<file path="src/rtl/led_driver_pkg.sv">
// Shared types and constants for the LED chain serializer.
// Holds the FSM state encoding, the default chain length and a counter-width helper.
package led_driver_pkg;

    localparam int LED_WIDTH = 16;

    typedef enum logic [1:0] {
        ST_LOAD  = 2'd0,
        ST_SHIFT = 2'd1,
        ST_LATCH = 2'd2,
        ST_GAP   = 2'd3
    } ledState_t;

    // Bits needed for a counter that runs 0..n-1. Never narrower than one bit.
    function automatic int ctrWidth(input int n);
        return (n <= 2) ? 1 : $clog2(n);
    endfunction

endpackage

</file>
<file path="src/rtl/led_driver_shift_reg.sv">
// Shadow register for one LED frame: parallel load, then presents bits MSB-first.
// The register rotates rather than shifts so every stored bit stays in use.
module led_shift_reg
    import led_driver_pkg::*;
#(
    parameter int DATA_WIDTH = LED_WIDTH
) (
    input  logic                  i_CLK,
    input  logic                  i_RESET,
    input  logic                  i_Load,
    input  logic                  i_Shift,
    input  logic [DATA_WIDTH-1:0] i_Data,
    output logic                  o_NextBit
);

    logic [DATA_WIDTH-1:0] r_Shadow;

    always_ff @(posedge i_CLK or posedge i_RESET) begin
        if (i_RESET) begin
            r_Shadow <= '0;
        end else if (i_Load) begin
            r_Shadow <= i_Data;
        end else if (i_Shift) begin
            r_Shadow <= {r_Shadow[DATA_WIDTH-2:0], r_Shadow[DATA_WIDTH-1]};
        end
    end

    // The MSB is sent straight from the input at load time, so the next bit is one below it.
    assign o_NextBit = r_Shadow[DATA_WIDTH-2];

endmodule

</file>
<file path="src/rtl/led_driver.sv">
// Free-running serializer feeding a 74HC595-style LED chain: load, shift MSB-first,
// one-cycle latch strobe, optional idle gap, repeat.
module led_driver
    import led_driver_pkg::*;
#(
    parameter int DATA_WIDTH = LED_WIDTH,
    parameter int GAP_CYCLES = 0
) (
    input  logic                  i_CLK,
    input  logic                  i_RESET,
    input  logic [DATA_WIDTH-1:0] i_Data16,
    output logic                  o_LEDData,
    output logic                  o_LEDLatch
);

    localparam int CNT_W = ctrWidth(DATA_WIDTH);
    localparam int GAP_W = ctrWidth(GAP_CYCLES);
    localparam logic [CNT_W-1:0] CNT_LAST = CNT_W'(DATA_WIDTH - 1);
    localparam logic [GAP_W-1:0] GAP_LAST = GAP_W'((GAP_CYCLES > 0) ? GAP_CYCLES - 1 : 0);

    ledState_t        r_State;
    logic [CNT_W-1:0] r_Cnt;
    logic [GAP_W-1:0] r_Gap;
    logic             r_Data;
    logic             r_Latch;

    ledState_t        w_StateNext;
    logic [CNT_W-1:0] w_CntNext;
    logic [GAP_W-1:0] w_GapNext;
    logic             w_DataNext;
    logic             w_LatchNext;
    logic             w_Load;
    logic             w_Shift;
    logic             w_NextBit;

    led_shift_reg #(
        .DATA_WIDTH(DATA_WIDTH)
    ) u_shift (
        .i_CLK    (i_CLK),
        .i_RESET  (i_RESET),
        .i_Load   (w_Load),
        .i_Shift  (w_Shift),
        .i_Data   (i_Data16),
        .o_NextBit(w_NextBit)
    );

    always_ff @(posedge i_CLK or posedge i_RESET) begin
        if (i_RESET) begin
            r_State <= ST_LOAD;
            r_Cnt   <= '0;
            r_Gap   <= '0;
            r_Data  <= 1'b0;
            r_Latch <= 1'b0;
        end else begin
            r_State <= w_StateNext;
            r_Cnt   <= w_CntNext;
            r_Gap   <= w_GapNext;
            r_Data  <= w_DataNext;
            r_Latch <= w_LatchNext;
        end
    end

    // Data defaults to 0 so the line is low in every non-shift cycle, including the strobe.
    always_comb begin
        w_StateNext = r_State;
        w_CntNext   = r_Cnt;
        w_GapNext   = r_Gap;
        w_DataNext  = 1'b0;
        w_LatchNext = 1'b0;
        w_Load      = 1'b0;
        w_Shift     = 1'b0;

        case (r_State)
            ST_LOAD: begin
                w_Load = 1'b1;
            end
            ST_SHIFT: begin
                if (r_Cnt != CNT_LAST) begin
                    w_CntNext  = r_Cnt + 1'b1;
                    w_DataNext = w_NextBit;
                    w_Shift    = 1'b1;
                end else begin
                    w_LatchNext = 1'b1;
                    w_StateNext = ST_LATCH;
                end
            end
            ST_LATCH: begin
                if (GAP_CYCLES == 0) begin
                    w_Load = 1'b1;
                end else begin
                    w_GapNext   = '0;
                    w_StateNext = ST_GAP;
                end
            end
            ST_GAP: begin
                if (r_Gap == GAP_LAST) begin
                    w_Load = 1'b1;
                end else begin
                    w_GapNext = r_Gap + 1'b1;
                end
            end
            default: begin
                w_StateNext = ST_LOAD;
            end
        endcase

        // Loading is shared by LOAD, a zero-gap LATCH and the last GAP cycle.
        if (w_Load) begin
            w_DataNext  = i_Data16[DATA_WIDTH-1];
            w_CntNext   = '0;
            w_GapNext   = '0;
            w_StateNext = ST_SHIFT;
        end
    end

    assign o_LEDData  = r_Data;
    assign o_LEDLatch = r_Latch;

endmodule

</file>
<file path="config.mk">
export PLATFORM = sky130hd
export DESIGN_NAME = led_driver
export DESIGN_NICKNAME = d
export VERILOG_FILES = /design/src/rtl/led_driver_pkg.sv /design/src/rtl/led_driver_shift_reg.sv /design/src/rtl/led_driver.sv
export SDC_FILE = /design/constraint.sdc
export NUM_CORES = 1
export LEC_CHECK = 0
export CORE_MARGIN = 4
export CORE_UTILIZATION = 53
export CTS_BUF_LIST = sky130_fd_sc_hd__clkbuf_4
export DETAILED_ROUTE_END_ITERATION = 8
export GPL_ROUTABILITY_DRIVEN = 0
export GPL_TIMING_DRIVEN = 0
export HOLD_SLACK_MARGIN = 0.15
export MAX_ROUTING_LAYER = met4
export PLACE_DENSITY = 0.9
export SLEW_MARGIN = 15
export SYNTH_ARGS = -nofsm -noshare
export SYNTH_HDL_FRONTEND = slang
export SYNTH_HIERARCHICAL = 1
export SYNTH_SLANG_ARGS = --single-unit
</file>
<file path="constraint.sdc">
create_clock -name i_CLK -period 2.6 [get_ports i_CLK]
set_clock_uncertainty 0.15 [all_clocks]
set_input_delay 0.39 -clock i_CLK [delete_from_list [all_inputs] [get_ports i_CLK]]
set_output_delay 0.39 -clock i_CLK [all_outputs]
set_load 0.01 [all_outputs]
</file>
# Yosys cells after proc, flatten, opt, wreduce, memory -nomap -nowiden
# Cells that the tools add are included.
# totals
out_inout_bits	2
in_bits	18
reg_bits	25
wordCells	41
# classes
n_reduce_logical	8
n_mux	20
add_sub_neg	2
eq_ne	5
# ops
operator	count
2-to-1 mux 16 bit	2
2-to-1 mux 4 bit	3
2-to-1 mux 1 bit	11
nonzero test 2 bit	4
2-to-1 mux 2 bit	3
adder 4 x 1 -> 4 bit (second input constant)	1
equality test 2 bit (second input constant)	2
!= test 4 bit (second input constant)	1
AND reduction 2 bit	2
equality test 2 x 1 -> 1 bit (second input constant)	1
zero test 2 bit	1
!= test 2 x 1 -> 1 bit (second input constant)	1
one-hot mux 1 bit (2 select lines)	1
OR reduction 2 bit	1
adder 1 bit (second input constant)	1

# Longest topological paths before layout
# Gate-level depths: netlist of run 1.
# depth
word_depth	5
ltp_mapped	8
depth_no_buf	5

# Hierarchy
# Netlist of run 1, hierarchy kept.
# by_module_without_submodules
module	area_each_um2	n_inst	cells_per_inst	seq_area_each_um2
led_shift_reg	748.2	1	70	400.4
led_driver	375.4	1	33	200.2

# Worst setup path after synthesis of run 1
# Ideal clock, no wire load.
# synth_path
path_type	reg-to-reg
start	register r_Cnt[0]
end	register u_shift.r_Shadow[10]
t_arrival_ns	1.576
path_buffers	3
stages_incl_launch_ff	9
slack_ns	0.743
period_less_slack_ns	1.857
setup_ns	0.131
required_ns	2.319
cell_sequence	dfrtp_1 -> ha_1 -> and3_1 -> buf_6 -> nor2_1 -> buf_6 -> buf_12 -> mux2i_1 -> o21ai_1
# synth_between
elab_chain_len	4
# synth_rtl
item	line	rtl
start, declared	led_driver.sv:22	logic [CNT_W-1:0] r_Cnt;
start signal, assigned	led_driver.sv:56	r_Cnt <= w_CntNext;
!= test 4 bit	led_driver.sv:78	if (r_Cnt != CNT_LAST) begin
2-to-1 mux 1 bit	led_driver.sv:78	
2-to-1 mux 1 bit	led_driver.sv:73	case (r_State)
named net w_Shift	led_driver.sv:33	logic w_Shift;
nonzero test 2 bit (no source line)	n/a	
end signal, assigned	led_driver_shift_reg.sv:22	r_Shadow <= i_Data;
end signal, assigned	led_driver_shift_reg.sv:24	r_Shadow <= {r_Shadow[DATA_WIDTH-2:0], r_Shadow[DATA_WIDTH-1]};
end, declared	led_driver_shift_reg.sv:16	logic [DATA_WIDTH-1:0] r_Shadow;
# The timed path passes the listed nets, and every way through them passes these cells.
# A chain may end at the register's enable or synchronous reset.

# Worst setup path after layout of run 1
# layout_path
start	register r_Cnt[0]
end	register u_shift.r_Shadow[11]
# The elaborated chain is that of the path after synthesis.

==> results of run 1 <==
==> worst max-delay path, cell delays in order, from the launching register on <==
cell	delay [ns]
dfrtp_1	0.44
ha_1	0.27
and3_1	0.21
buf_6	0.13
nor2_1	0.11
buf_6	0.16
buf_12	0.15
mux2i_1	0.20
o21ai_1	0.08
==> registers in the layout, indices dropped and copies added, names as in the netlist <==
name	count
o_LEDData	1
r_State	2
r_Cnt	4
o_LEDLatch	1
u_shift/r_Shadow	16
==> metrics by stage <==
step	hold slack, ns	util (%)	setup WS, ns	power, mW
after floorplan	0.0557	-	0.743	0.418
after global placement	0.381	68.0	0.659	0.449
after detailed placement	0.394	68.0	0.600	0.452
after CTS	0.182	70.6	0.583	0.720
after global routing	0.199	70.6	0.470	0.741
final	0.179	70.6	0.586	0.712
==> cells by family after synthesis <==
group,count (synthesis),share of synthesized area [%]
AND/OR/NAND/NOR,31,13.9
flip-flops,24,53.5
AO/OA/AOI/OAI,21,10.4
multiplexers,17,15.1
buffers and inverters,9,6.01
adder cells (fa/ha/maj),1,1.11
==> final timing paths <==
kind | startpoint | end | slack (ns) | depth (start not counted)
worst max-delay path | r_Cnt[0] | u_shift/r_Shadow[11] | 0.59 | 8
max in group asynchronous | i_RESET | u_shift/r_Shadow[15] | 1.60 | 2
min in group i_CLK | u_shift/r_Shadow[4] | u_shift/r_Shadow[4] | 0.42 | 2
worst min register to register | u_shift/r_Shadow[4] | u_shift/r_Shadow[4] | 0.42 | 2
worst min-delay path | i_RESET | o_LEDLatch | 0.18 | 2
worst max register to register | r_Cnt[0] | u_shift/r_Shadow[11] | 0.59 | 8
==> metal layers <==
layer	wire length, µm	track usage (%)
met5	0	-
met4	55	11.6
met3	100	3.05
met2	1010	28.0
met1	829	19.8
==> power by group through the flow <==
stage	Combinational [mW]	Sequential, mW	Clock (mW)
2_1_floorplan	0.0186	0.399	0
3_3_place_gp	0.0490	0.400	0
3_5_place_dp	0.0512	0.401	0
4_1_cts	0.0515	0.394	0.274
5_1_grt	0.0564	0.396	0.288
6_report	0.0504	0.394	0.268
==> Yosys cell counts (3+ instances only) <==
cell type  number
mux2i_1        17
dfrtp_1        24
o21ai_1        10
o21ai_0         6
nand2_1        16
nand3b_1        3
==> layout make-up <==
cell class,instances,area [µm²],area share [%]
buffer,7,60.1,4.29
clock inverter,1,30.0,2.14
sequential,24,601,42.9
multi-input combinational,70,455,32.5
clock buffer,3,22.5,1.61
timing repair buffer,19,190,13.6
tap,27,33.8,2.41
inverter,2,7.51,0.536
==> flow_metrics.tcl, run 1 <==
set metrics [dict create \
    status "complete, no violations" \
    cts_made_buffers 3 \
    relSlewSlack_pct 59.0 \
    io_pins 20 \
    p_comb_share_pct 7.1 \
    swShare_pct 19.4 \
    syn_nets 122 \
    hold_viol_final 0 \
    clk_path_buf_depth 2 \
    synth_cell_types 25 \
    yosysWarnings 6 \
    fin_crit_ns 2.01 \
    port_buffers 19 \
    initial_core_util_pct 56.7 \
    layout_common_cells "dfrtp_1 (24), clkdlybuf4s50_1 (19), mux2i_1 (17)" \
    cts.sinks 24 \
    synth-edff-count 0 \
    cts_setup_buffers 0 \
    placed_area_um2 1350 \
    syn_avg_cell_area_um2 10.9 \
    routed_wl_mm 1.99 \
    drt_pass1_iterations 4 \
    cts_tree "yes" \
    min-delay-path-class "primary input to asynchronous set/reset pin" \
    overflow 0 \
    synth-main-ff-cell "dfrtp_1" \
    setup_tns_ns 0 \
    worstMarginPinSlew_ns 0.615 \
    cts_hold_buffers 0 \
    htreeDepth 1 \
    core_region_area_um2 1980 \
    yosysTopAreaCellShare_pct 53.5 \
    setup_viol 0 \
    grt_start_max_net_pins 17 \
    place_inst 149 \
    synth.yosys.seq_area_share_pct 53.5 \
    nets 146 \
    end_kind "register" \
    die_w_um 54.0 \
    dieArea_um2 2920 \
    fillCellCount 138 \
    power.internal_uw 574 \
    ys_ff_latch 24 \
    rows 16 \
    final_common_cell "dfrtp_1" \
    seq_power_share_pct 55.3 \
    fp.dieH_um 54.0 \
    synthCells 103 \
    slew_viol_final 0 \
    maxCapViolations 0 \
    clkLatencyLatePin_ns 0.32 \
    path_max_fanout 10 \
    diodes 0 \
    worst_setup_path_start_kind "register" \
    vias 823 \
    drcViolationCount 0 \
    grt_pass1_wl_mm 3.43 \
    rsz0062_at_grt "no" \
    crit_arrival_ns 2.07 \
    p_per_area_nw_per_um2 509 \
    grt_pass1_vias 795 \
    synthArstFlopShare_pct 100 \
    cts-resized-gates 0 \
    final_cell_area_um2 1400 \
    critPathRequiredTime_ns 2.65 \
    syn_area_um2 1120 \
    grt_use_total_pct 17.4 \
    path_class "register to register" \
    synthToLayoutAreaGrowth_pct 24.6 \
    irDropWorstVdd_mv 0.333 \
    viasPerCell 5.38 \
    dr.first_iter.drc_count 13 \
    power.leakage_nw 0.693 \
    clkTransAtPathRegs_ns 0.13 \
    drive_gt1_share_pct 7.94 \
    avgRoutedWirePerCell_um 13.0 \
    yosysTopAreaCell "dfrtp_1" \
    clockPowerShare_pct 37.6 \
    p_sw_uw 138 \
    fin_crit_sh_pct 77.5 \
    hpwl_mm 1.49 \
    instances_no_fill 153 \
    fmax_ghz 0.496 \
    antenna_found_initial 0 \
    antenna_left 0 \
    cts_root_buf "clkbuf_4" \
    synth.area.top_cells "dfrtp_1 (53%), mux2i_1 (15%), nand2_1 (5.3%)" \
]
(Power assumes the default switching activity.)
==> run 2, diff against run 1 <==
==> constraint.sdc (replaced) <==
create_clock -name i_CLK -period 1.95 [get_ports i_CLK]
set_clock_uncertainty 0.15 [all_clocks]
set_input_delay 0.2925 -clock i_CLK [delete_from_list [all_inputs] [get_ports i_CLK]]
set_output_delay 0.2925 -clock i_CLK [all_outputs]
set_load 0.01 [all_outputs]
==> run 2 against run 1 <==
  * Routed wire length up 18%
  * Register-to-register slack worse by 0.54 ns
  * Design area is 6.3% higher
  * Die area did not move
  * Clock-buffer cell count is the same
  * First-iteration DRC count is 7.7% lower
  * Clock power is 34% higher
  * Utilization up 4.5 points
  * Sequential power grew 34%
  * Critical path type unchanged
  * Largest cell class unchanged
  * Largest power group unchanged
==> flow_metrics.tcl, run 2 (synthesis gave the netlist of run 1 again) <==
set metrics [dict create \
    topRoutingLayerUsed "met4" \
    hpwl_mm 1.49 \
    clkTransAtPathRegs_ns 0.13 \
    max_stage_delay_ns 0.43 \
    die_w_um 54.0 \
    drt_pass1_iterations 4 \
    irDropWorstVdd_mv 0.479 \
    cts_made_buffers 3 \
    largest_register_ffs 16 \
    cts_root_buf "clkbuf_4" \
    regMostFlops "u_shift/r_Shadow" \
    status "complete, no violations" \
    worst_setup_path_start_kind "register" \
    crit_chain "ha_4 > and3_1 > buf_6 > nor2_1 > buf_6 > buf_4 > mux2i_1 > o21ai_0" \
    fin_crit_ns 1.90 \
    hold-worst-slack_ns 0.356 \
    min-delay-path-class "primary input to register" \
    critPathRequiredTime_ns 2.01 \
    cpMaxStageDelayCell "dfrtp_1" \
    instances_no_fill 160 \
    clk_path_buf_depth 2 \
    maxCapViolations 0 \
    dr.first_iter.drc_count 12 \
    fp.dieH_um 54.0 \
    route.met3.wl_um 127 \
    hold_viol_final 0 \
    clkLatencyLatePin_ns 0.32 \
    placed_area_um2 1350 \
    fin_crit_sh_pct 97.4 \
    cpMostUsedCell "buf_6" \
    cts_tree "yes" \
    core_region_area_um2 1980 \
    nets 153 \
    place_inst 149 \
    cts.sinks 24 \
    grt_pass1_vias 823 \
    htreeDepth 1 \
    grt_pass1_wl_mm 3.55 \
    rows 16 \
    initial_core_util_pct 56.7 \
    dieArea_um2 2920 \
    met1_length_um 932 \
    vias 866 \
    worstMarginPinSlew_ns 0.631 \
    power.leakage_nw 0.729 \
    routed_wl_mm 2.35 \
    antenna_left 0 \
    setup_viol 0 \
    drive_gt1_share_pct 13.5 \
    fmax_ghz 0.526 \
    crit_family "flip-flops" \
    p_per_area_nw_per_um2 642 \
    diodes 0 \
    layout_common_cells "dfrtp_1 (24), clkdlybuf4s50_1 (19), mux2i_1 (16), nand2_1 (16), o21ai_1 (10)" \
    path_max_fanout 8 \
    reg_top3 "u_shift/r_Shadow: 16 flops, r_Cnt: 4 flops, r_State: 2 flops" \
    final_common_cell "dfrtp_1" \
    final_cell_area_um2 1490 \
    utilization_pct 75.1 \
    io_pins 20 \
    met2_length_mm 1.22 \
    drcViolationCount 0 \
    overflow 0 \
    slew_viol_final 0 \
    ff2ff_setup_slack_ns 0.05 \
    path_class "register to register" \
    grt_start_max_net_pins 17 \
    fillCellCount 123 \
    avgRoutedWirePerCell_um 14.7 \
    relSlewSlack_pct 57.9 \
    crit_arrival_ns 1.96 \
    port_buffers 19 \
    synthToLayoutAreaGrowth_pct 32.5 \
    antenna_found_initial 0 \
    grt_use_total_pct 18.0 \
    total_power_uw 955 \
    worst-path-buf-inv 3 \
    viasPerCell 5.41 \
    end_kind "register" \
]
[run 2: cell count changes in the layout (fill, tap and decap cells not counted), sizes merged]
cell         before  now
dlygate4sd3       0    1
buf               5   10
clkbuf            5    6
[run 2: path summary, 6_finish.rpt]
kind                                        end                start  cells after the start
min in group asynchronous            o_LEDLatch              i_RESET                      3
min                        u_shift/r_Shadow[12]         i_Data16[12]                      3
min reg2reg                 u_shift/r_Shadow[4]  u_shift/r_Shadow[4]                      2
max in group asynchronous  u_shift/r_Shadow[13]              i_RESET                      3
max reg2reg                 u_shift/r_Shadow[3]             r_Cnt[0]                      8
max                         u_shift/r_Shadow[3]             r_Cnt[0]                      8
[run 2: timing repair]
action / CTS / global route
endpoints found under the hold margin: 8 / 0
resized for setup: 1 / 2
setup buffers: 2 / 3
cloned: 0 / 1
hold buffers: 1 / 0
setup endpoints to repair: 10 / 8
[run 2: worst min-delay path, stage by stage]
cell and delay [ns]:
clkdlybuf4s50_1 0.40, nand2_1 0.06, o21ai_1 0.05
[run 2: through the flow]
stage	setup TNS (ns)	setup WS, ns
after detailed placement	-0.114	-0.0505
after CTS	0	0.0366
final	0	0.0498
after global placement	0	0.00921
after floorplan	0	0.0931
after global routing	-0.0896	-0.0426
[run 2: cell type report]
| cell class | instances | area (µm²) | area share [%] |
|---|---|---|---|
| plain buffers | 7 | 60.1 | 4.03 |
| well taps | 27 | 33.8 | 2.27 |
| multi-input cells | 70 | 472 | 31.7 |
| flip-flops and latches | 24 | 601 | 40.3 |
| clock buffers | 3 | 22.5 | 1.51 |
| clock inverters | 1 | 30.0 | 2.02 |
| inverters | 2 | 7.51 | 0.504 |
| repair buffers | 26 | 263 | 17.6 |
[run 2: metal layers]
metal / up-vias / GRT usage, %
met5: - / -
li1: 415 / -
met1: 410 / 20.3
met4: 0 / 11.6
met3: 8 / 3.05
met2: 33 / 29.4
[run 2: power breakdown]
group,switching (mW),internal (mW)
Combinational,0.0264,0.0442
Clock,0.150,0.208
Sequential,0.0108,0.515
Total,0.188,0.768
